**src/rtl/uart_boot_loader_pkg.sv**
```systemverilog
// Shared state encoding and protocol constants for the UART boot loader.
package uart_boot_loader_pkg;

  typedef enum logic [2:0] {
    WAIT_START,
    LEN,
    DATA,
    CSUM,
    ACK,
    RUN
  } state_e;

  localparam logic [7:0] ACK_OK             = 8'hAA;
  localparam logic [7:0] ACK_BAD            = 8'h55;
  localparam logic [7:0] DEFAULT_START_BYTE = 8'h99;

endpackage

```
**src/rtl/uart_boot_loader_word_assembler.sv**
```systemverilog
// Little-endian byte-to-word shifter with a 2-bit byte counter; o_word is the
// complete word in the cycle the 4th byte is pushed (o_last=1).
module loader_word_assembler (
  input  logic        i_clk,
  input  logic        i_rst,
  input  logic        i_push,
  input  logic [7:0]  i_byte,
  output logic        o_last,
  output logic [31:0] o_word
);

  logic [23:0] r_shift;
  logic [1:0]  r_cnt;

  always_ff @(posedge i_clk) begin
    if (i_rst) begin
      r_shift <= '0;
      r_cnt   <= '0;
    end else if (i_push) begin
      r_shift <= {i_byte, r_shift[23:8]};
      r_cnt   <= r_cnt + 2'd1;
    end
  end

  assign o_last = (r_cnt == 2'd3);
  assign o_word = {i_byte, r_shift};

endmodule

```
**src/rtl/uart_boot_loader.sv**
```systemverilog
// UART boot loader: pulls a framed image from the rx FIFO into instruction memory,
// acks, then hands the UART to the CPU. Define LOADER_CHECKSUM_EN for the checksum phase.
module uart_boot_loader
  import uart_boot_loader_pkg::*;
#(
  parameter int unsigned ADDR_W     = 14,
  parameter logic [7:0]  START_BYTE = DEFAULT_START_BYTE
) (
  input  logic              clk,
  input  logic              rst,
  input  logic [7:0]        uart_rx_data,
  input  logic              empty,
  output logic              uart_rd_en,
  output logic [7:0]        uart_tx_data,
  input  logic              full,
  output logic              uart_wr_en,
  output logic              imem_we,
  output logic [ADDR_W-1:0] imem_addr,
  output logic [31:0]       imem_wdata,
  output logic              boot_done,
  output logic [7:0]        cpu_rx_data,
  output logic              cpu_empty,
  input  logic              cpu_rd_en,
  input  logic [7:0]        cpu_tx_data,
  output logic              cpu_full,
  input  logic              cpu_wr_en
);

`ifdef LOADER_CHECKSUM_EN
  localparam state_e ST_AFTER_DATA = CSUM;
  logic [7:0] r_sum;
`else
  localparam state_e ST_AFTER_DATA = ACK;
`endif

  state_e            r_state;
  logic [ADDR_W-1:0] r_addr;
  logic [31:0]       r_words_left;
  logic [31:0]       r_imem_wdata;
  logic              r_imem_we;
  logic              r_boot_done;
  logic [7:0]        r_ack;

  logic        w_run;
  logic        w_loading;
  logic        w_pop;
  logic        w_asm_push;
  logic        w_last;
  logic [31:0] w_word;

  // rst gates the combinational strobes so nothing moves during the reset cycle.
  assign w_run      = (r_state == RUN) && !rst;
  assign w_loading  = !rst && (r_state inside {WAIT_START, LEN, DATA, CSUM});
  assign w_pop      = w_loading && !empty;
  assign w_asm_push = w_pop && (r_state inside {LEN, DATA});

  loader_word_assembler u_asm (
    .i_clk  (clk),
    .i_rst  (rst),
    .i_push (w_asm_push),
    .i_byte (uart_rx_data),
    .o_last (w_last),
    .o_word (w_word)
  );

  always_ff @(posedge clk) begin
    if (rst) begin
      r_state      <= WAIT_START;
      r_addr       <= '0;
      r_words_left <= '0;
      r_imem_we    <= 1'b0;
      r_imem_wdata <= '0;
      r_boot_done  <= 1'b0;
      r_ack        <= '0;
`ifdef LOADER_CHECKSUM_EN
      r_sum        <= '0;
`endif
    end else begin
      r_imem_we <= 1'b0;
      if (r_imem_we) r_addr <= r_addr + ADDR_W'(1);
      unique case (r_state)
        WAIT_START: begin
          if (w_pop && (uart_rx_data == START_BYTE)) r_state <= LEN;
        end
        LEN: begin
          if (w_pop && w_last) begin
            r_words_left <= w_word;
            if (w_word != 32'd0) begin
              r_state <= DATA;
            end else begin
              r_state <= ST_AFTER_DATA;
              r_ack   <= ACK_OK;
            end
          end
        end
        DATA: begin
          if (w_pop) begin
`ifdef LOADER_CHECKSUM_EN
            r_sum <= r_sum + uart_rx_data;
`endif
            if (w_last) begin
              r_imem_we    <= 1'b1;
              r_imem_wdata <= w_word;
              r_words_left <= r_words_left - 32'd1;
              if (r_words_left == 32'd1) begin
                r_state <= ST_AFTER_DATA;
                r_ack   <= ACK_OK;
              end
            end
          end
        end
`ifdef LOADER_CHECKSUM_EN
        CSUM: begin
          if (w_pop) begin
            r_ack   <= (uart_rx_data == r_sum) ? ACK_OK : ACK_BAD;
            r_state <= ACK;
          end
        end
`endif
        ACK: begin
          if (!full) begin
            r_state     <= RUN;
            r_boot_done <= 1'b1;
          end
        end
        RUN: r_state <= RUN;
        default: r_state <= WAIT_START;
      endcase
    end
  end

  assign uart_rd_en   = w_run ? cpu_rd_en : w_pop;
  assign uart_wr_en   = w_run ? cpu_wr_en : (!rst && (r_state == ACK) && !full);
  assign uart_tx_data = w_run ? cpu_tx_data : r_ack;
  assign cpu_rx_data  = w_run ? uart_rx_data : 8'h00;
  assign cpu_empty    = w_run ? empty : 1'b1;
  assign cpu_full     = w_run ? full : 1'b1;

  assign imem_we    = r_imem_we;
  assign imem_addr  = r_addr;
  assign imem_wdata = r_imem_wdata;
  assign boot_done  = r_boot_done;

endmodule

```
**config.mk**
```make
export PLATFORM = sky130hd
export DESIGN_NAME = uart_boot_loader
export DESIGN_NICKNAME = d
export VERILOG_FILES = /design/src/rtl/uart_boot_loader_pkg.sv /design/src/rtl/uart_boot_loader_word_assembler.sv /design/src/rtl/uart_boot_loader.sv
export SDC_FILE = /design/constraint.sdc
export NUM_CORES = 1
export LEC_CHECK = 0
export CORE_MARGIN = 1
export CORE_UTILIZATION = 45
export CTS_CLUSTER_DIAMETER = 40
export CTS_CLUSTER_SIZE = 20
export DETAILED_ROUTE_END_ITERATION = 7
export PLACE_DENSITY = 0.76
export SETUP_SLACK_MARGIN = 0.4
export SYNTH_ARGS = -nofsm -noshare
export SYNTH_HDL_FRONTEND = slang
export SYNTH_SLANG_ARGS = --single-unit
```
**constraint.sdc**
```tcl
create_clock -name clk -period 2.1 [get_ports clk]
set_input_delay 0.42 -clock clk [delete_from_list [all_inputs] [get_ports clk]]
set_output_delay 0.42 -clock clk [all_outputs]
set_load 0.05 [all_outputs]
```
## Word-level counts from Yosys, hierarchy flattened

Cells that the tools add are included.

- Flip-flop bits (word level): 117
- Input port bits: 22
- Output and inout port bits: 68
- Logic and storage cells: 76

- Add/subtract/negate cells: 3
- Eq/ne operators: 15
- Muxes and demuxes: 25
- Bitwise operators: 3
- Reduce and logical (&&, ||, !) cells: 21

Operators by type and width:

| operator | count |
|---|---|
| $mux 32 | 3 |
| $pmux 32 s2 | 1 |
| $mux 8 | 7 |
| $eq 32x1->1 const B | 1 |
| $reduce_bool 32->1 | 1 |
| $sub 32x1->32 const B | 1 |
| $mux 3 | 7 |
| $pmux 8 s2 | 1 |
| $pmux 3 s5 | 1 |
| $add 14x1->14 const B | 1 |
| $reduce_and 6->1 | 2 |
| $eq 8x8->1 const B | 1 |
| $logic_and 1x1->1 | 8 |
| $ne 2x2->1 const B | 4 |
| $eq 3x2->1 const B | 2 |
| $eq 3x3->1 const B | 2 |
| $ne 2x1->1 const B | 3 |
| $mux 1 | 5 |
| $reduce_and 4->1 | 1 |
| $reduce_bool 4->1 | 1 |
| $eq 3x1->1 const B | 1 |
| $logic_not 1->1 | 3 |
| $logic_not 3->1 | 1 |
| $not 1->1 | 3 |
| other kinds (6) | 6 |

## Longest topological paths before layout

- Depth after elaboration: 7
- Mapped depth: 8
- Depth with buffers taken out: 7

## Modules after synthesis

A second synthesis with hierarchy kept.

- Cells, all modules: 670
- Area total of the unflattened synthesis: 5412.7 sq um

Modules (own cells, without submodules):

| module | times used | cells each | area an instance (sq um) | sequential area each (sq um) |
|---|---|---|---|---|
| uart_boot_loader | 1 | 577 | 4395.5 | 1681.6 |
| loader_word_assembler | 1 | 93 | 1017.2 | 520.5 |

## Worst setup path after synthesis

No wires, ideal clock.

- Path type: input -> output
- Start: input port rst
- End: output port uart_wr_en
- Data arrival time: 2026 ps
- Required time: 1680 ps
- Setup slack: -346 ps
- Stages on the path: 4
- Buffers on the path: 3
- Cell sequence: buf_2 clkbuf_1 clkbuf_1 nor3_1

- Cells in the longest elaborated chain, start to end: 4
- Elaborated cells on any way between the ends: 5
- Classes of those cells: mux: 1; reduce/logical: 4

Ends and longest elaborated chain:

| what | line | source |
|---|---|---|
| start, declared | uart_boot_loader.sv:10 | `input logic rst,` |
| $logic_not 1->1 (*) | uart_boot_loader.sv:52, uart_boot_loader.sv:133 |  |
| $logic_and 1x1->1 (2 in a row) | uart_boot_loader.sv:133 | `assign uart_wr_en = w_run ? cpu_wr_en : (!rst && (r_state == ACK) && !full);` |
| $mux 1 (*) | uart_boot_loader.sv:133 |  |
| end, declared | uart_boot_loader.sv:16 | `output logic uart_wr_en,` |

Mark *: on every way between the ends. The rest lies on a longest branch, timed or not.

## Worst setup path after layout

- Start: register r_state[1]
- End: output port uart_tx_data[3]

- Cells in the longest elaborated chain, start to end: 3

Ends and longest elaborated chain:

| what | line | source |
|---|---|---|
| start, declared | uart_boot_loader.sv:36 | `state_e r_state;` |
| start signal, assigned | uart_boot_loader.sv:68 | `r_state <= WAIT_START;` |
| start signal, assigned | uart_boot_loader.sv:83 | `if (w_pop && (uart_rx_data == START_BYTE)) r_state <= LEN;` |
| start signal, assigned | uart_boot_loader.sv:89 | `r_state <= DATA;` |
| $eq 3x3->1 | uart_boot_loader.sv:52 | `assign w_run = (r_state == RUN) && !rst;` |
| $logic_and 1x1->1 | uart_boot_loader.sv:52 |  |
| $mux 8 | uart_boot_loader.sv:134 | `assign uart_tx_data = w_run ? cpu_tx_data : r_ack;` |
| end, declared | uart_boot_loader.sv:14 | `output logic [7:0] uart_tx_data,` |

No other way between the ends.

==> reports/metrics.yaml <==
status:
  status: "complete, but fails checks"
  violations: "setup timing"
timing:
  finalCritPeriodShare: 1.02
  final.setup_skew_ns: 0.00835
  rsz0062_at_grt: "true"
  final.setup.tns_ns: -0.286
  timing.fmax_mhz: 466
  hold_viol: 0
  post-route-min-period_ns: 2.15
  finalSetupViolCount: 11
  slew_viol_final: 0
  relSlewSlack: 0.568
  tightest_slew_ns: 0.643
  timing.final.ws_setup_ns: -0.0468
cells_and_area:
  diodes: 0
  layout.nets: 891
  instances_no_fill: 1013
  area_delta_synth_final_pct: 57.4
  final_layout_size_suffix_gt1_frac: 0.338
worst_setup_path:
  startpoint: "r_state[1]"
  worstPathMaxFanout: 4
  rrSetupSlack_ns: 0
  rr_startpoint: "u_asm.r_cnt[0]"
  rr_endpoint: "r_words_left[16]"
  critPathRequiredTime_ns: 1.68
  critPathBufInv: 1
  start_kind: "flip-flop"
  crit_top_cell: "nand2b_4"
  rr_worst_depth: 8
  critPathKind: "flip-flop to primary output"
  slowest_delay_ns: 0.35
  path_cells: "nand2b_4 -> nor3b_4 -> nand2b_4 -> nand2_4 -> buf_8"
  arrival_ns: 1.73
  endpoint: "uart_tx_data[3]"
  cp_top_family: "simple AND/OR/NAND/NOR gates"
  slowest_stage: "dfxtp_4"
  endpoint_kind: "primary output"
  cp.depth: 5
floorplanning:
  dieHeight_um: 111
  die_area_mm2: 0.0123
  initial_utilization: 0.465
  core.rowCount: 39
  io_pins: 90
  core_mm2: 0.0115
  die_w_um: 111
routing:
  ant_nets: 0
  post_drt_via_cell_ratio: 6.21
  remaining_drc_errors: 0
  drt-pass1-iter-count: 6
  drtIter0Drc: 617
  vias: 6290
  wire_per_inst_um: 20.0
  routed_wl_um: 20300
yosys:
  synth_area_mm2: 0.00534
  synth-edff-count: 0
  synth-seq-area-share: 0.413
  ys.flop_type: "dfxtp_1"
  ys_types: 62
  synth-seq-cells: 110
  syn_area_per_cell_um2: 7.63
  ys.warnings.count: 0
  syn_nets: 726
  ys_async_sr_fraction: 0
  synth_cells: 700
placement:
  routabilityCongestion: 0.881
  dp_hpwl_um: 11700
  portBuffers: 89
  dp_cells: 958
power:
  powerDensity_mw_per_mm2: 495
  ir_drop_mv: 0.580
  leakagePower_nw: 3.28
min_path:
  hp-class: "flip-flop to flip-flop"
clocking:
  cts-root-buf: "clkbuf_16"
  cts_tree: "done"
  insertion_delay_ns: 0.36
  cts.clk_slew.worst_paths_ns: 0.08
  cts_buffer_depth: 2
  cts_hold_buf: 0
  clkSinkCount: 110
  htreeDepth: 3
  cts_buffers: 9
grt:
  grt_usage: 0.294
  grt_overflow: 0
  grt_pass1_vias: 5828
  grt_pass1_wl_um: 29400
  antenna_found_initial: 0
  grt_max_degree: 59
flow_run:
  maxCapViolCount: 0
[state kept, by name, summed over array words and instances (netlist names)]
register       cells
boot_done          1
imem_wdata        32
r_words_left      32
imem_we            1
u_asm.r_shift     24
u_asm.r_cnt        2
r_state            3
imem_addr         14
r_ack              1
[power by group]
part | internal (W) | total, W | switching, W | leakage [nW]
Combinational | 0.000143 | 0.000330 | 0.000187 | 2.24
Clock | 0.000835 | 0.00170 | 0.000863 | 0.143
Sequential | 0.00209 | 0.00213 | 0.0000323 | 0.894
Total | 0.00307 | 0.00416 | 0.00108 | 3.28
[Yosys cell counts, types with 3 or more instances]
library cell | number | area, µm²
and3_1 | 3 | 18.8
xnor2_1 | 5 | 43.8
and2_1 | 14 | 87.6
nor2b_1 | 3 | 18.8
buf_1 | 5 | 18.8
nor3_2 | 3 | 30.0
dfxtp_1 | 110 | 2200
or3_1 | 11 | 68.8
and4_1 | 4 | 35.0
a21o_1 | 7 | 52.6
a31oi_1 | 9 | 56.3
or2_2 | 4 | 25.0
o31ai_1 | 5 | 37.5
nor3b_1 | 3 | 22.5
a21oi_1 | 66 | 330
clkbuf_1 | 38 | 143
ha_1 | 4 | 50.1
xor2_1 | 7 | 61.3
o21ai_0 | 55 | 275
inv_1 | 7 | 26.3
a221oi_1 | 3 | 26.3
nand2_1 | 131 | 492
mux2i_1 | 3 | 30.0
nor4_1 | 11 | 68.8
a22oi_1 | 7 | 52.6
buf_2 | 5 | 25.0
nor3_1 | 19 | 95.1
nand4_1 | 14 | 87.6
a211oi_1 | 4 | 30.0
nand3_1 | 17 | 85.1
nor2_1 | 55 | 206
nand2b_1 | 32 | 200
[through the flow]
step | total power (W) | area [µm²] | hold WS (ns) | utilization | setup WS (ns)
3_3_place_gp | 0.00244 | 7220 | 0.446 | 0.629 | -0.253
2_1_floorplan | 0.00230 | 5630 | 0.449 | - | 0.00850
6_report | 0.00416 | 8400 | 0.453 | 0.733 | -0.0468
5_1_grt | 0.00425 | 8400 | 0.480 | 0.733 | -0.0759
4_1_cts | 0.00413 | 8100 | 0.459 | 0.706 | -0.00934
3_5_place_dp | 0.00244 | 7220 | 0.450 | 0.629 | -0.291
[cell families after synthesis]
| family | after synthesis | share of synthesized area |
|---|---|---|
| AOI/OAI and AO/OA | 178 | 0.197 |
| xor gates and xnor gates | 12 | 0.0197 |
| adders and majority gates | 4 | 0.00938 |
| buffers and inverters | 56 | 0.0406 |
| DFF | 110 | 0.413 |
| muxes | 4 | 0.00774 |
| and+or+nand+nor | 336 | 0.313 |
[layer usage]
layer  global-route usage  routed length, µm  vias to the layer above
li1                     -                  -                     2794
met1                0.362               7990                     3030
met2                0.501               9810                      366
met3               0.0563               1540                      100
met4                0.127                930                        0
met5                    0                  0                        -
[worst min path at each step]
| stage | slack (ns) | end | depth (start not counted) | startpoint |
|---|---|---|---|---|
| 6_report | 0.45 | imem_wdata[6] | 2 | imem_wdata[6] |
| 5_1_grt | 0.48 | imem_wdata[20] | 2 | imem_wdata[20] |
| 4_1_cts | 0.46 | imem_wdata[6] | 2 | imem_wdata[6] |
| 3_5_place_dp | 0.45 | imem_wdata[29] | 2 | imem_wdata[29] |
| 3_3_place_gp | 0.45 | imem_wdata[25] | 2 | imem_wdata[25] |
| 2_1_floorplan | 0.45 | r_words_left[12] | 2 | r_words_left[12] |
[worst register-to-register path: stages (launching register included)]
cell and delay, ns:
dfxtp_2 0.36, ha_4 0.14, or3b_4 0.41, or3_4 0.42
buf_12 0.16, buf_12 0.12, buf_16 0.13, a21o_1 0.16
a21oi_1 0.14
[placed cells by master (no fill, tap or decap), drive strengths merged, types with 5 or more instances in the layout]
cell,n
nor3,23
buf,131
nand3,18
xnor2,5
nor2,56
nand2b,32
o31ai,5
clkdlybuf4s15,13
nor4,12
o21ai,55
clkdlybuf4s50,11
a31oi,9
a22oi,7
or3,13
clkbuf,15
nand4,14
nand2,131
a21o,7
a21oi,66
xor2,7
inv,10
and2,14
dlygate4sd2,37
dfxtp,110
[layout make-up]
| cell class | instances | area (µm²) |
|---|---|---|
| flip-flops and latches | 110 | 2230 |
| repair buffers | 201 | 2120 |
| inverters | 8 | 30.0 |
| clock inverters | 7 | 71.3 |
| clock buffers | 9 | 225 |
| fillers | 752 | 3070 |
| multi-input cells | 535 | 3540 |
| well taps | 143 | 179 |
[repair_timing]
item	in CTS	in global routing
gates resized for setup	177	55
setup buffers	23	11
pin swaps	50	24
setup endpoints to repair	133	114
endpoints found under the hold margin	0	0
cloned	4	1
Note: power is estimated with default switching activity, not from simulation.
